$ cat src/rtl/jk_excitation_driver_if.sv
// Bus between the JK excitation driver, its controller and the external JK bank.
// Covers the target handshake, bank feedback/drive and status; clk/rst stay plain ports.
interface jk_excitation_driver_if #(
    parameter int WIDTH = 8
);
    logic             tgt_valid;
    logic             tgt_ready;
    logic [WIDTH-1:0] tgt_data;
    logic [WIDTH-1:0] q_fb;
    logic [WIDTH-1:0] j_out;
    logic [WIDTH-1:0] k_out;
    logic             busy;
    logic             done;
    logic             err;
    logic [2:0]       retry_cnt;

    // Controller and bank side: offers targets and reports bank Q.
    modport master (
        output tgt_valid, tgt_data, q_fb,
        input  tgt_ready, j_out, k_out, busy, done, err, retry_cnt
    );

    // Driver side.
    modport slave (
        input  tgt_valid, tgt_data, q_fb,
        output tgt_ready, j_out, k_out, busy, done, err, retry_cnt
    );
endinterface

$ cat src/rtl/jk_excitation_driver.sv
// Drives J/K of an external JK bank so that it reaches a requested target, verifying and retrying.
// Optional macro JK_DRIVER_ERR_CNT_EN adds a saturating err_cnt[7:0] output.
module jk_excitation_driver #(
    parameter int WIDTH     = 8,
    parameter int DC_MODE   = 0,
    parameter int MAX_RETRY = 3
) (
    input  logic                 clk,
    input  logic                 rst,
    jk_excitation_driver_if.slave bus
`ifdef JK_DRIVER_ERR_CNT_EN
    ,
    output logic [7:0]           err_cnt
`endif
);
    typedef enum logic [1:0] {IDLE, DRIVE, CHECK} state_t;

    localparam logic [2:0] MAX_RETRY_C = 3'(MAX_RETRY);

    state_t           state_q, state_d;
    logic [WIDTH-1:0] tgt_q, tgt_d;
    logic [WIDTH-1:0] j_q, j_d;
    logic [WIDTH-1:0] k_q, k_d;
    logic             done_q, done_d;
    logic             err_q, err_d;
    logic [2:0]       retry_q, retry_d;

    logic [WIDTH-1:0] drive_tgt;
    logic [WIDTH-1:0] exc_j;
    logic [WIDTH-1:0] exc_k;

    // The first drive uses the word being accepted; retries reuse the latched target.
    assign drive_tgt = (state_q == IDLE) ? bus.tgt_data : tgt_q;

    for (genvar gi = 0; gi < WIDTH; gi++) begin : g_exc
        if (DC_MODE == 1) begin : g_setreset
            assign exc_j[gi] = drive_tgt[gi];
            assign exc_k[gi] = ~drive_tgt[gi];
        end else begin : g_minimal
            assign exc_j[gi] = ~bus.q_fb[gi] & drive_tgt[gi];
            assign exc_k[gi] = bus.q_fb[gi] & ~drive_tgt[gi];
        end
    end

    always_comb begin
        state_d = state_q;
        tgt_d   = tgt_q;
        j_d     = '0;
        k_d     = '0;
        done_d  = 1'b0;
        err_d   = 1'b0;
        retry_d = retry_q;
        unique case (state_q)
            IDLE: begin
                if (bus.tgt_valid) begin
                    tgt_d   = bus.tgt_data;
                    retry_d = 3'd0;
                    j_d     = exc_j;
                    k_d     = exc_k;
                    state_d = DRIVE;
                end
            end
            DRIVE: begin
                state_d = CHECK;
            end
            CHECK: begin
                if (bus.q_fb == tgt_q) begin
                    done_d  = 1'b1;
                    state_d = IDLE;
                end else if (retry_q < MAX_RETRY_C) begin
                    retry_d = retry_q + 3'd1;
                    j_d     = exc_j;
                    k_d     = exc_k;
                    state_d = DRIVE;
                end else begin
                    err_d   = 1'b1;
                    state_d = IDLE;
                end
            end
            default: begin
                state_d = IDLE;
            end
        endcase
    end

    always_ff @(posedge clk or posedge rst) begin
        if (rst) begin
            state_q <= IDLE;
            tgt_q   <= '0;
            j_q     <= '0;
            k_q     <= '0;
            done_q  <= 1'b0;
            err_q   <= 1'b0;
            retry_q <= 3'd0;
        end else begin
            state_q <= state_d;
            tgt_q   <= tgt_d;
            j_q     <= j_d;
            k_q     <= k_d;
            done_q  <= done_d;
            err_q   <= err_d;
            retry_q <= retry_d;
        end
    end

    assign bus.tgt_ready = (state_q == IDLE);
    assign bus.busy      = (state_q != IDLE);
    assign bus.j_out     = j_q;
    assign bus.k_out     = k_q;
    assign bus.done      = done_q;
    assign bus.err       = err_q;
    assign bus.retry_cnt = retry_q;

`ifdef JK_DRIVER_ERR_CNT_EN
    logic [7:0] err_cnt_q;

    always_ff @(posedge clk or posedge rst) begin
        if (rst) begin
            err_cnt_q <= 8'd0;
        end else if (err_d && (err_cnt_q != 8'hFF)) begin
            err_cnt_q <= err_cnt_q + 8'd1;
        end
    end

    assign err_cnt = err_cnt_q;
`endif
endmodule

$ cat src/flat_wrapper.sv
// flat-port wrapper written by rule: the top's interface ports become plain ports
module jk_excitation_driver_flat 
#(
    parameter int WIDTH     = 8,
    parameter int DC_MODE   = 0,
    parameter int MAX_RETRY = 3
)
  (clk, rst, bus_tgt_valid, bus_tgt_data, bus_q_fb, bus_tgt_ready, bus_j_out, bus_k_out, bus_busy, bus_done, bus_err, bus_retry_cnt);
  jk_excitation_driver_if #(.WIDTH(WIDTH)) bus_i ();
  input  logic clk;
  input  logic rst;
  input wire logic [$bits(bus_i.tgt_valid)-1:0] bus_tgt_valid;
  input wire logic [$bits(bus_i.tgt_data)-1:0] bus_tgt_data;
  input wire logic [$bits(bus_i.q_fb)-1:0] bus_q_fb;
  output wire logic [$bits(bus_i.tgt_ready)-1:0] bus_tgt_ready;
  output wire logic [$bits(bus_i.j_out)-1:0] bus_j_out;
  output wire logic [$bits(bus_i.k_out)-1:0] bus_k_out;
  output wire logic [$bits(bus_i.busy)-1:0] bus_busy;
  output wire logic [$bits(bus_i.done)-1:0] bus_done;
  output wire logic [$bits(bus_i.err)-1:0] bus_err;
  output wire logic [$bits(bus_i.retry_cnt)-1:0] bus_retry_cnt;
  assign bus_i.tgt_valid = bus_tgt_valid;
  assign bus_i.tgt_data = bus_tgt_data;
  assign bus_i.q_fb = bus_q_fb;
  assign bus_tgt_ready = bus_i.tgt_ready;
  assign bus_j_out = bus_i.j_out;
  assign bus_k_out = bus_i.k_out;
  assign bus_busy = bus_i.busy;
  assign bus_done = bus_i.done;
  assign bus_err = bus_i.err;
  assign bus_retry_cnt = bus_i.retry_cnt;
  jk_excitation_driver #(.WIDTH(WIDTH), .DC_MODE(DC_MODE), .MAX_RETRY(MAX_RETRY)) u_core (.clk(clk), .rst(rst), .bus(bus_i));
endmodule
$ cat config.mk
export PLATFORM = sky130hd
export DESIGN_NAME = jk_excitation_driver_flat
export DESIGN_NICKNAME = d
export VERILOG_FILES = /design/src/rtl/jk_excitation_driver_if.sv /design/src/rtl/jk_excitation_driver.sv /design/src/flat_wrapper.sv
export SDC_FILE = /design/constraint.sdc
export NUM_CORES = 1
export LEC_CHECK = 0
export CAP_MARGIN = 20
export CORE_UTILIZATION = 49
export CTS_CLUSTER_SIZE = 16
export DETAILED_ROUTE_END_ITERATION = 16
export PLACE_DENSITY = 0.83
export SYNTH_ARGS = -nofsm -noshare
export SYNTH_HDL_FRONTEND = slang
export SYNTH_SLANG_ARGS = --single-unit
export TNS_END_PERCENT = 5
$ cat constraint.sdc
create_clock -name clk -period 2.6 [get_ports clk]
set_input_delay 0.52 -clock clk [delete_from_list [all_inputs] [get_ports clk]]
set_output_delay 0.52 -clock clk [all_outputs]
set_load 0.02 [all_outputs]
After elaboration in Yosys (flattened, before gate mapping):

Index checks and enable logic that the tools add are counted.

* bits in registers: 31
* memory bits (writable): 0
* memories kept: 0
* bits in read-only memories: 0
* word-level logic and storage cells: 74
* latch bits: 0
* input port bits: 19

* magnitude comparators: 1
* multipliers: 0
* div/mod/pow operators: 0
* shift-type cells: 0
* mux-type cells: 22
* add/subtract/negate cells: 1
* reduce and logical (&&, ||, !) cells: 5
* bitwise operators: 32
* eq/ne operators: 6

Operators by type and width (count)
* 8-bit 2-to-1 mux: 7
* 8-bit case mux with 2 select lines: 2
* 1-bit bitwise AND: 16
* 1-bit inverter: 16
* 3-bit 2-to-1 mux: 3
* 8-bit equality test: 1
* 1-bit 2-to-1 mux: 6
* 2-bit case mux with 3 select lines: 1
* 3-bit case mux with 2 select lines: 1
* 2-bit 2-to-1 mux: 2
* 2-bit != test, second input constant: 2
* 4-bit AND reduction: 1
* 2-bit nonzero test: 2
* 3-bit by 1-bit adder with 3-bit output, second input constant: 1
* 3-bit by 2-bit less-than comparator with 1-bit output, second input constant: 1
* 2-bit by 1-bit equality test with 1-bit output, second input constant: 1
* 2-bit equality test, second input constant: 1
* 2-bit zero test: 1
* 2-bit by 1-bit != test with 1-bit output, second input constant: 1
* 2-bit AND reduction: 1

Depth between registers and ports, before layout:

* word-level depth: 7
* mapped depth: 5
* depth with buffers taken out: 4

Least setup slack after synthesis:

No wires, ideal clock.

* kind: reg-to-output
* start point: reg u_core.state_q[1]
* end point: out bus_busy
* path slack: 1075 ps
* cell stages (with the launch flop): 4
* required time: 2080 ps
* arrival time: 1005 ps
* cells stage by stage: dfrtp_1 -> nor2_1 -> buf_2 -> inv_1

* word-level cells in the longest chain between the ends: 1

Ends and longest elaborated chain
* start: declaration: RTL line jk_excitation_driver.sv:20 `state_t state_q, state_d;`
* start signal: assignment: RTL line jk_excitation_driver.sv:96 `state_q <= state_d;`
* 2-bit nonzero test: RTL line jk_excitation_driver.sv:107 `assign bus.busy = (state_q != IDLE);`
* end: declaration: RTL line flat_wrapper.sv:18 `output wire logic [$bits(bus_i.busy)-1:0] bus_busy;`

No other way between the ends.

Worst setup path after layout:

* start point: reg u_core.state_q[0]
* end point: out bus_busy

Same word-level chain as after synthesis.

==> impl_metrics.toml <==
[timing]
worst_pin_slew_ns = 0.618
setup_viol = 0
slew_headroom = 0.587
fin_skew_ns = 0.0128
slew_viol_final = 0
rsz0062_at_grt = "false"
layout_min_cycle_time_ns = 2.26
hold-worst-slack_ns = 0.489
period_share = 0.870
setup_tns_ns = 0
final-hold-violation-count = 0
max_freq_mhz = 442

[pwr]
seq_power_share = 0.360
powerDensity_nw_per_um2 = 1100
ir_worst_vdd_uv = 699
power.leakage_nw = 0.814
switchingPower_mw = 0.784
clockPowerShare = 0.156
switching_share = 0.378
intPower_mw = 1.29
comb_power_share = 0.483

[yosys]
netlist_area_sq_um = 1350
async_flop_share = 1.00
yosysSeqAreaShare = 0.573
syn-num-nets = 128
synth.distinct_cells = 21
synth_area_per_cell_sq_um = 12.5
syn_inst = 108
synth_edf_count = 0
ys_warn_count = 0
ys_seq_elements = 31
yosys_most_used_dff = "dfrtp_1"

[worst_setup_path]
endpoint_kind = "output pin"
required_ns = 2.08
cp_num_cells = 4
cp_top_family = "buffers and inverters"
ff2ff_path_depth = 4
path_class = "register to output pin"
slowest_delay_ns = 0.52
crit_chain = "nor2_1, buf_4, inv_1, clkdlybuf4s50_1"
worstPathMaxFanout = 4
worst-path-buf-inv = 3
startpoint_type = "register"
critical_path.slowest_cell = "clkdlybuf4s50_1"
crit_arrival_ns = 1.74

[hold_path]
hold_path.class = "register to register"
min_path_cells = 1

[clocking]
cts_buffer_depth = 2
cts_sinks = 31
htree_num_levels = 2
post_cts_buffers = 0
root_buffer = "clkbuf_4"
hold_buffers = 0
clkTransAtPathRegs_ns = 0.10
clk_latency_ns = 0.32
cts_buffers = 5
tritoncts = "built"
ctsResizeCount = 0

[floorplanning]
rows = 18
start_util = 0.532
die_y_um = 54.6
die-area_sq_um = 2980
ios = 42
chipWidth_um = 54.6
design.core.area_sq_um = 2540

[global_route]
grtUsageMet1 = 0.243
grt_pass1_vias = 946
grt-ovfl-total = 0
antenna_found_initial = 0
grt_max_degree = 32
grt_pass1_wl_um = 4120
grt_use_total = 0.202
use_met3 = 0.0694
grt.busiest_layer = "met2"
use_met2 = 0.331

[detailed_routing]
viasPerCell = 5.29
first_iter_violations = 10
vias = 989
wl_per_cell_um = 13.7
drc = 0
ant_nets = 0
wl_um = 2560
dr.pass1.iters = 4

[run]
drv_cap = 0

[finish]
layout_common_cells = "clkdlybuf4s50_1 (41), dfrtp_1 (31), nand2_1 (12)"
layout.nets = 176
n_antenna_cell = 0
area_delta_synth_final_pct = 39.3
nFillCells = 198
regArea_sq_um = 776
multi_input_area_sq_um = 541
final_common_cell = "clkdlybuf4s50_1"
drive_gt1_frac = 0.197

[placement]
portBuffers = 41
gp_congestion = 0.781
hpwl_um = 1880

[outcome]
status = "completed"
## registers in the layout, indices dropped and copies added (netlist names)
name / cells
u_core.bus.retry_cnt: 3
u_core.bus.k_out: 8
u_core.bus.err: 1
u_core.bus.j_out: 8
u_core.bus.done: 1
u_core.tgt_q: 8
u_core.state_q: 2
## power by group through the flow
stage               Sequential (mW)  Clock (mW)  Combinational (mW)
CTS                           0.748       0.332                1.01
detailed placement            0.758           0                1.01
floorplan                     0.836           0               0.560
global route                  0.772       0.352                1.08
global placement              0.746           0               0.985
finish                        0.746       0.324                1.00
## layer usage
layer	wire length [um]	vias up
li1	-	470
met1	1100	483
met2	1320	32
met3	114	4
met4	28	0
met5	0	-
## logic make-up after synthesis
kind of cell    after synthesis  synth area share
fa+ha+maj                     1           0.00924
simple gates                 22            0.0749
mux                          18             0.140
buf+inv                       8            0.0305
xor+xnor                      8            0.0518
flops                        31             0.573
compound gates               20             0.120
## cell usage after synthesis (2+ instances only)
cell | instances | area [sq um]
o21ai_1 | 2 | 10.0
xnor2_1 | 8 | 70.1
a211oi_2 | 8 | 100
buf_2 | 3 | 15.0
inv_1 | 3 | 11.3
mux2i_1 | 10 | 100
a21oi_1 | 9 | 45.0
nand2_1 | 12 | 45.0
mux2_2 | 8 | 90.1
nor2_1 | 2 | 7.51
nor3_1 | 2 | 10.0
dfrtp_1 | 31 | 776
nand4_1 | 2 | 12.5
## worst paths after layout
check                                  start                end  slack [ns]
setup / recovery           u_core.state_q[0]           bus_busy        0.34
hold / removal             u_core.state_q[1]  u_core.state_q[1]        0.49
setup reg to reg           u_core.state_q[0]    u_core.tgt_q[4]        0.81
hold reg to reg            u_core.state_q[1]  u_core.state_q[1]        0.49
max in group asynchronous                rst    u_core.bus.done        1.76
min in group asynchronous                rst     u_core.bus.err        0.56
## cell type report
type                            instances  share of cell area
Sequential cell                        31               0.411
Multi-Input combinational cell         69               0.287
Timing Repair Buffer                   46               0.238
Clock buffer                            7              0.0345
Tap cell                               30              0.0199
Inverter                                3             0.00597
Clock inverter                          1             0.00398
## through the flow
step	utilization	instances	total power [mW]	cell area, sq um	setup WS (ns)
finish	0.741	187	2.07	1890	0.339
global route	0.741	187	2.20	1890	0.197
CTS	0.741	187	2.09	1890	0.305
detailed placement	0.712	179	1.76	1810	0.334
global placement	0.712	179	1.73	1810	0.396
floorplan	-	108	1.40	1350	1.07
(Power assumes the default switching activity.)
